==> src/rtl/decoder2_arbiter.sv <==
// Round-robin arbiter that shares one 2-to-4 decoder2 among four requesters.
// Optional forced release after HOLD_MAX grant cycles: define DEC2_ARB_TIMEOUT_EN.
//
// state    | meaning
// ---------+-------------------------------------------------------------
// ST_IDLE  | no owner, decoder disabled, arbitrating every cycle
// ST_GRANT | sel frozen on the owner, decoder enabled until release
// ST_GAP   | one break-before-make cycle with en=0, arbitration runs
module decoder2_arbiter #(
  parameter int HOLD_MAX = 8,
  parameter int CNT_W    = 4
) (
  input  logic       clk,
  input  logic       rst_n,
  input  logic [3:0] req,
  input  logic [3:0] done,
  output logic [1:0] sel,
  output logic       en,
  output logic [3:0] gnt,
  output logic       busy,
  output logic       timeout
);

  typedef enum logic [1:0] {
    ST_IDLE  = 2'd0,
    ST_GRANT = 2'd1,
    ST_GAP   = 2'd2
  } state_t;

  if (HOLD_MAX < 1 || HOLD_MAX > 15 || (2 ** CNT_W) <= HOLD_MAX) begin : g_bad_cfg
    $error("decoder2_arbiter: HOLD_MAX must be 1..15 and below 2**CNT_W");
  end

  state_t     state_q, state_d;
  logic [1:0] sel_q, sel_d;
  logic [1:0] last_q, last_d;
  logic       en_q, en_d;
  logic [3:0] gnt_q, gnt_d;
  logic       busy_q, busy_d;

  logic       found;
  logic [1:0] winner;
  logic [1:0] cand;
  logic       release_own;
  logic       force_rel;

  // Search starts just past the previous owner, so it always comes last.
  always_comb begin
    found  = 1'b0;
    winner = last_q;
    cand   = 2'd0;
    for (int k = 1; k <= 4; k++) begin
      cand = last_q + 2'(k);
      if (!found && req[cand]) begin
        found  = 1'b1;
        winner = cand;
      end
    end
  end

  assign release_own = done[sel_q] | ~req[sel_q];

`ifdef DEC2_ARB_TIMEOUT_EN
  logic [CNT_W-1:0] cnt_q, cnt_d;
  logic             timeout_q, timeout_d;

  assign force_rel = (state_q == ST_GRANT) && (cnt_q == CNT_W'(HOLD_MAX - 1));

  // Count is zero on the first GRANT cycle and saturates instead of wrapping.
  always_comb begin
    cnt_d     = cnt_q;
    timeout_d = force_rel & ~release_own;
    if (state_q != ST_GRANT) begin
      cnt_d = '0;
    end else if (cnt_q != {CNT_W{1'b1}}) begin
      cnt_d = cnt_q + CNT_W'(1);
    end
  end

  always_ff @(posedge clk or negedge rst_n) begin
    if (!rst_n) begin
      cnt_q     <= '0;
      timeout_q <= 1'b0;
    end else begin
      cnt_q     <= cnt_d;
      timeout_q <= timeout_d;
    end
  end

  assign timeout = timeout_q;
`else
  assign force_rel = 1'b0;
  assign timeout   = 1'b0;
`endif

  always_comb begin
    state_d = state_q;
    sel_d   = sel_q;
    last_d  = last_q;
    en_d    = en_q;
    gnt_d   = gnt_q;
    busy_d  = busy_q;
    case (state_q)
      ST_IDLE, ST_GAP: begin
        if (found) begin
          state_d = ST_GRANT;
          sel_d   = winner;
          last_d  = winner;
          en_d    = 1'b1;
          gnt_d   = 4'b0001 << winner;
          busy_d  = 1'b1;
        end else begin
          state_d = ST_IDLE;
          en_d    = 1'b0;
          gnt_d   = 4'b0000;
          busy_d  = 1'b0;
        end
      end
      ST_GRANT: begin
        if (release_own || force_rel) begin
          state_d = ST_GAP;
          en_d    = 1'b0;
          gnt_d   = 4'b0000;
          busy_d  = 1'b0;
        end
      end
      default: begin
        state_d = ST_IDLE;
        en_d    = 1'b0;
        gnt_d   = 4'b0000;
        busy_d  = 1'b0;
      end
    endcase
  end

  always_ff @(posedge clk or negedge rst_n) begin
    if (!rst_n) begin
      state_q <= ST_IDLE;
      sel_q   <= 2'b00;
      last_q  <= 2'b11;
      en_q    <= 1'b0;
      gnt_q   <= 4'b0000;
      busy_q  <= 1'b0;
    end else begin
      state_q <= state_d;
      sel_q   <= sel_d;
      last_q  <= last_d;
      en_q    <= en_d;
      gnt_q   <= gnt_d;
      busy_q  <= busy_d;
    end
  end

  assign sel  = sel_q;
  assign en   = en_q;
  assign gnt  = gnt_q;
  assign busy = busy_q;

endmodule

==> config.mk <==
export PLATFORM = sky130hd
export DESIGN_NAME = decoder2_arbiter
export DESIGN_NICKNAME = d
export VERILOG_FILES = /design/src/rtl/decoder2_arbiter.sv
export SDC_FILE = /design/constraint.sdc
export NUM_CORES = 1
export LEC_CHECK = 0
export BUFFER_PORTS_ARGS = -buffer_cell sky130_fd_sc_hd__buf_4
export CAP_MARGIN = 20
export CORE_AREA = 3 3 40 42
export CTS_CLUSTER_DIAMETER = 40
export DETAILED_ROUTE_END_ITERATION = 8
export DIE_AREA = 0 0 43 45
export GPL_ROUTABILITY_DRIVEN = 0
export PLACE_DENSITY = 0.78
export SETUP_SLACK_MARGIN = 0.1
export SLEW_MARGIN = 30
export SYNTH_ARGS = -nofsm -noshare
export SYNTH_HDL_FRONTEND = slang
export SYNTH_SLANG_ARGS = --single-unit
==> constraint.sdc <==
create_clock -name clk -period 3.7 [get_ports clk]
set_input_delay 0.555 -clock clk [delete_from_list [all_inputs] [get_ports clk]]
set_output_delay 0.555 -clock clk [all_outputs]
set_load 0.02 [all_outputs]
==> results.md <==
* CP Cell Sequence: buf_4
* Worst Path Arrival at 0.91 ns
* Tot Pwr at 600 uW
* Worst Path Required at about 3.1 ns
* Max_cap viols at 0
* CP top delay family: flip-flops
* Die ar. at 0.00194 mm^2
* RSZ-0062 raised after global routing: no
* Router iterations before antenna repair at 4
* Synth Area in Compound Gates at 0.261
* Crit path max fanout at 6
* Clock-pin slew on the worst setup and hold paths at approximately 0.060 ns
* Top-count cell post-synth: dfrtp_1
* Syn Area/Cell at 10.9 um^2
* H-tree depth at 1
* Layout cells sized above 1 at 0.448
* CP Capture Type: output port
* Unique masters post-synth at 24
* Status: complete, no violations
* Post-synth top area cell: dfrtp_1
* CTS sink count at 10
* Clk pwr share at 0.160
* Routed via count at between 400 and 500
* P_sw at 236 uW
* Bufs on Longest Clock Path at 2
* Top cell type's share of synthesized area at 0.384
* Slowest stage delay, CP at 0.46 ns
* Comb power frac at 0.472
* Sequential share of the synthesized area at 0.484
* CP Launch Type: flop
* #FFs+latches synth at 10
* P_int at between 300 and 400 uW
* Buffers on Ports at 17
* Flop-to-flop setup slack at 2.33 ns
* Largest net degree at the start of global routing at 11
* Synth top area cells: dfrtp_1, dfstp_2, a32o_2
* TritonCTS clock tree: yes
* DRT iter0 DRCs at 5
* Num CTS Buffers at 3
* Post-CTS setup buffers at 0
* Total GRT Usage at 0.132
* Die H at 45 um
* Leakage power at between 0.3 and 0.4 nW
* Vias in the first global route at 433
* XOR/XNOR share of the synthesized area at 0
* Fin. Hold Viols at 0
* Fraction of the mapped netlist area in simple logic gates at 0.161
* GRT overflow at 0
* Die width at ~43 um
* Largest family of logic cells by synthesized area: compound AO/OA/AOI/OAI gates
* Worst hold path class: input pin to asynchronous set/reset pin
* Drt total wl at 1.07 mm
* First-pass GRT wire length at 1.84 mm
* DRC Markers at 0
* Peak VDD IR at 0.467 mV
* Via/cell ratio at ~5.2
* Syn Std Cell Area at around 520 um^2
* Worst-Skew Late Latency at 0.27 ns
* Initial antenna violation count at 0
* Fin Hold WS at 0.0980 ns
* EDFF count, synth at 0
* Top cells by count, synth: dfrtp_1, nor2_1, nand2b_1, o21a_1, o21ai_0
* Setup_tns at 0 ns
* Row count at 13
* Clock Skew at around 0.0057 ns
* Non-Filler Instances at 82
* Pwr dens at around 870 mW/mm^2
* Crit share post-route at 0.397
* Tmin final at roughly 1.5 ns
* Placed cell count at a little under 80
* CTS root buf: clkbuf_4
* CP bufs+invs at 1
* N_diodes at 0
* Gates resized, CTS repair at 0
* Fill cells at 117
* Yosys synthesis warning count at 0
* Share of power burned in registers at 0.368
* Area share of fa/ha/maj cells after synthesis at 0
* Syn-to-layout area delta at 32.1%
* Final Slew Violations at 0
* Max Clk Rate at 681 MHz
* Initial core utilization at 0.406
* Net Sw Frac at 0.393
* Syn Inst Count at 48
* Core area at approximately 0.0013 mm^2
* Mux cell area share after synthesis at 0.0432
* Nets at 78
* Final setup viols at 0
* Post-DRT Antenna Nets at 0
* # hold bufs at CTS at 0
* Asr flop ratio synth at 1.00
* Post-Syn Nets at between 50 and 60
* DR WL/cell at 13.1 um
* IO Pins at 19
* Most common flop cell mapped by yosys: dfrtp_1
* Crit-path slowest cell: dfrtp_1
* Crit Path Category: flop to output port
power by group through the flow:
stage	Sequential, mW	Clock [mW]	Combinational (mW)
after floorplan	0.255	0	0.151
final	0.221	0.0958	0.283
after detailed placement	0.222	0	0.286
after global placement	0.221	0	0.283
after CTS	0.221	0.0994	0.288
after global routing	0.230	0.105	0.309
per-stage QoR:
step | instance area, um^2 | setup WS, ns | utilization
after floorplan | 522 | 2.31 | -
after global placement | 653 | 2.13 | 0.508
after detailed placement | 653 | 2.12 | 0.508
after CTS | 689 | 2.22 | 0.537
after global routing | 689 | 2.18 | 0.537
final | 689 | 2.23 | 0.537
kinds of logic (layout without fill, tap and decap cells):
kind of cell,count (synthesis),after routing
other,1,1
and+or+nand+nor,15,15
AOI/OAI and AO/OA,16,16
DFF,10,10
buffers and inverters,4,23
muxes,2,2
layout make-up:
type | instances | area [um^2] | share of cell area
sequential | 10 | 253 | 0.367
clock buffer | 4 | 36.3 | 0.0526
multi-input combinational | 34 | 246 | 0.358
inverter | 2 | 7.51 | 0.0109
timing repair buffer | 17 | 128 | 0.185
tap | 15 | 18.8 | 0.0272
sequential cells by signal (all words and copies together), names as in the netlist:
signal,count
sel,2
state_q,2
last_q,2
gnt,4
layer usage:
layer  track usage  up-vias  wire [um]
met4         0.108        0         37
met5             0        -          0
met3        0.0359        5         92
met2         0.210       21        494
met1         0.149      193        450
li1              -      210          -
cell usage in the layout, fill, tap and decap left out, drive strengths merged, types with 2 or more instances in the layout:
master and count:
dfrtp 8, o2bb2ai 2, a32o 2, dfstp 2
o21a 3, nor2b 2, nand2b 3, buf 17
o21ai 4, inv 2, nor2 5, clkbuf 4
mux2 2
path summary, 6_finish.rpt:
kind                       startpoint         to  cells past startpoint
setup / recovery               sel[0]     sel[0]                      1
hold / removal                  rst_n     sel[1]                      1
setup reg to reg            last_q[0]     sel[1]                      4
hold reg to reg                gnt[1]     gnt[1]                      1
max in group asynchronous       rst_n  last_q[1]                      1
min in group clk               gnt[1]     gnt[1]                      1
No activity file was read; power rests on OpenSTA's default activity.
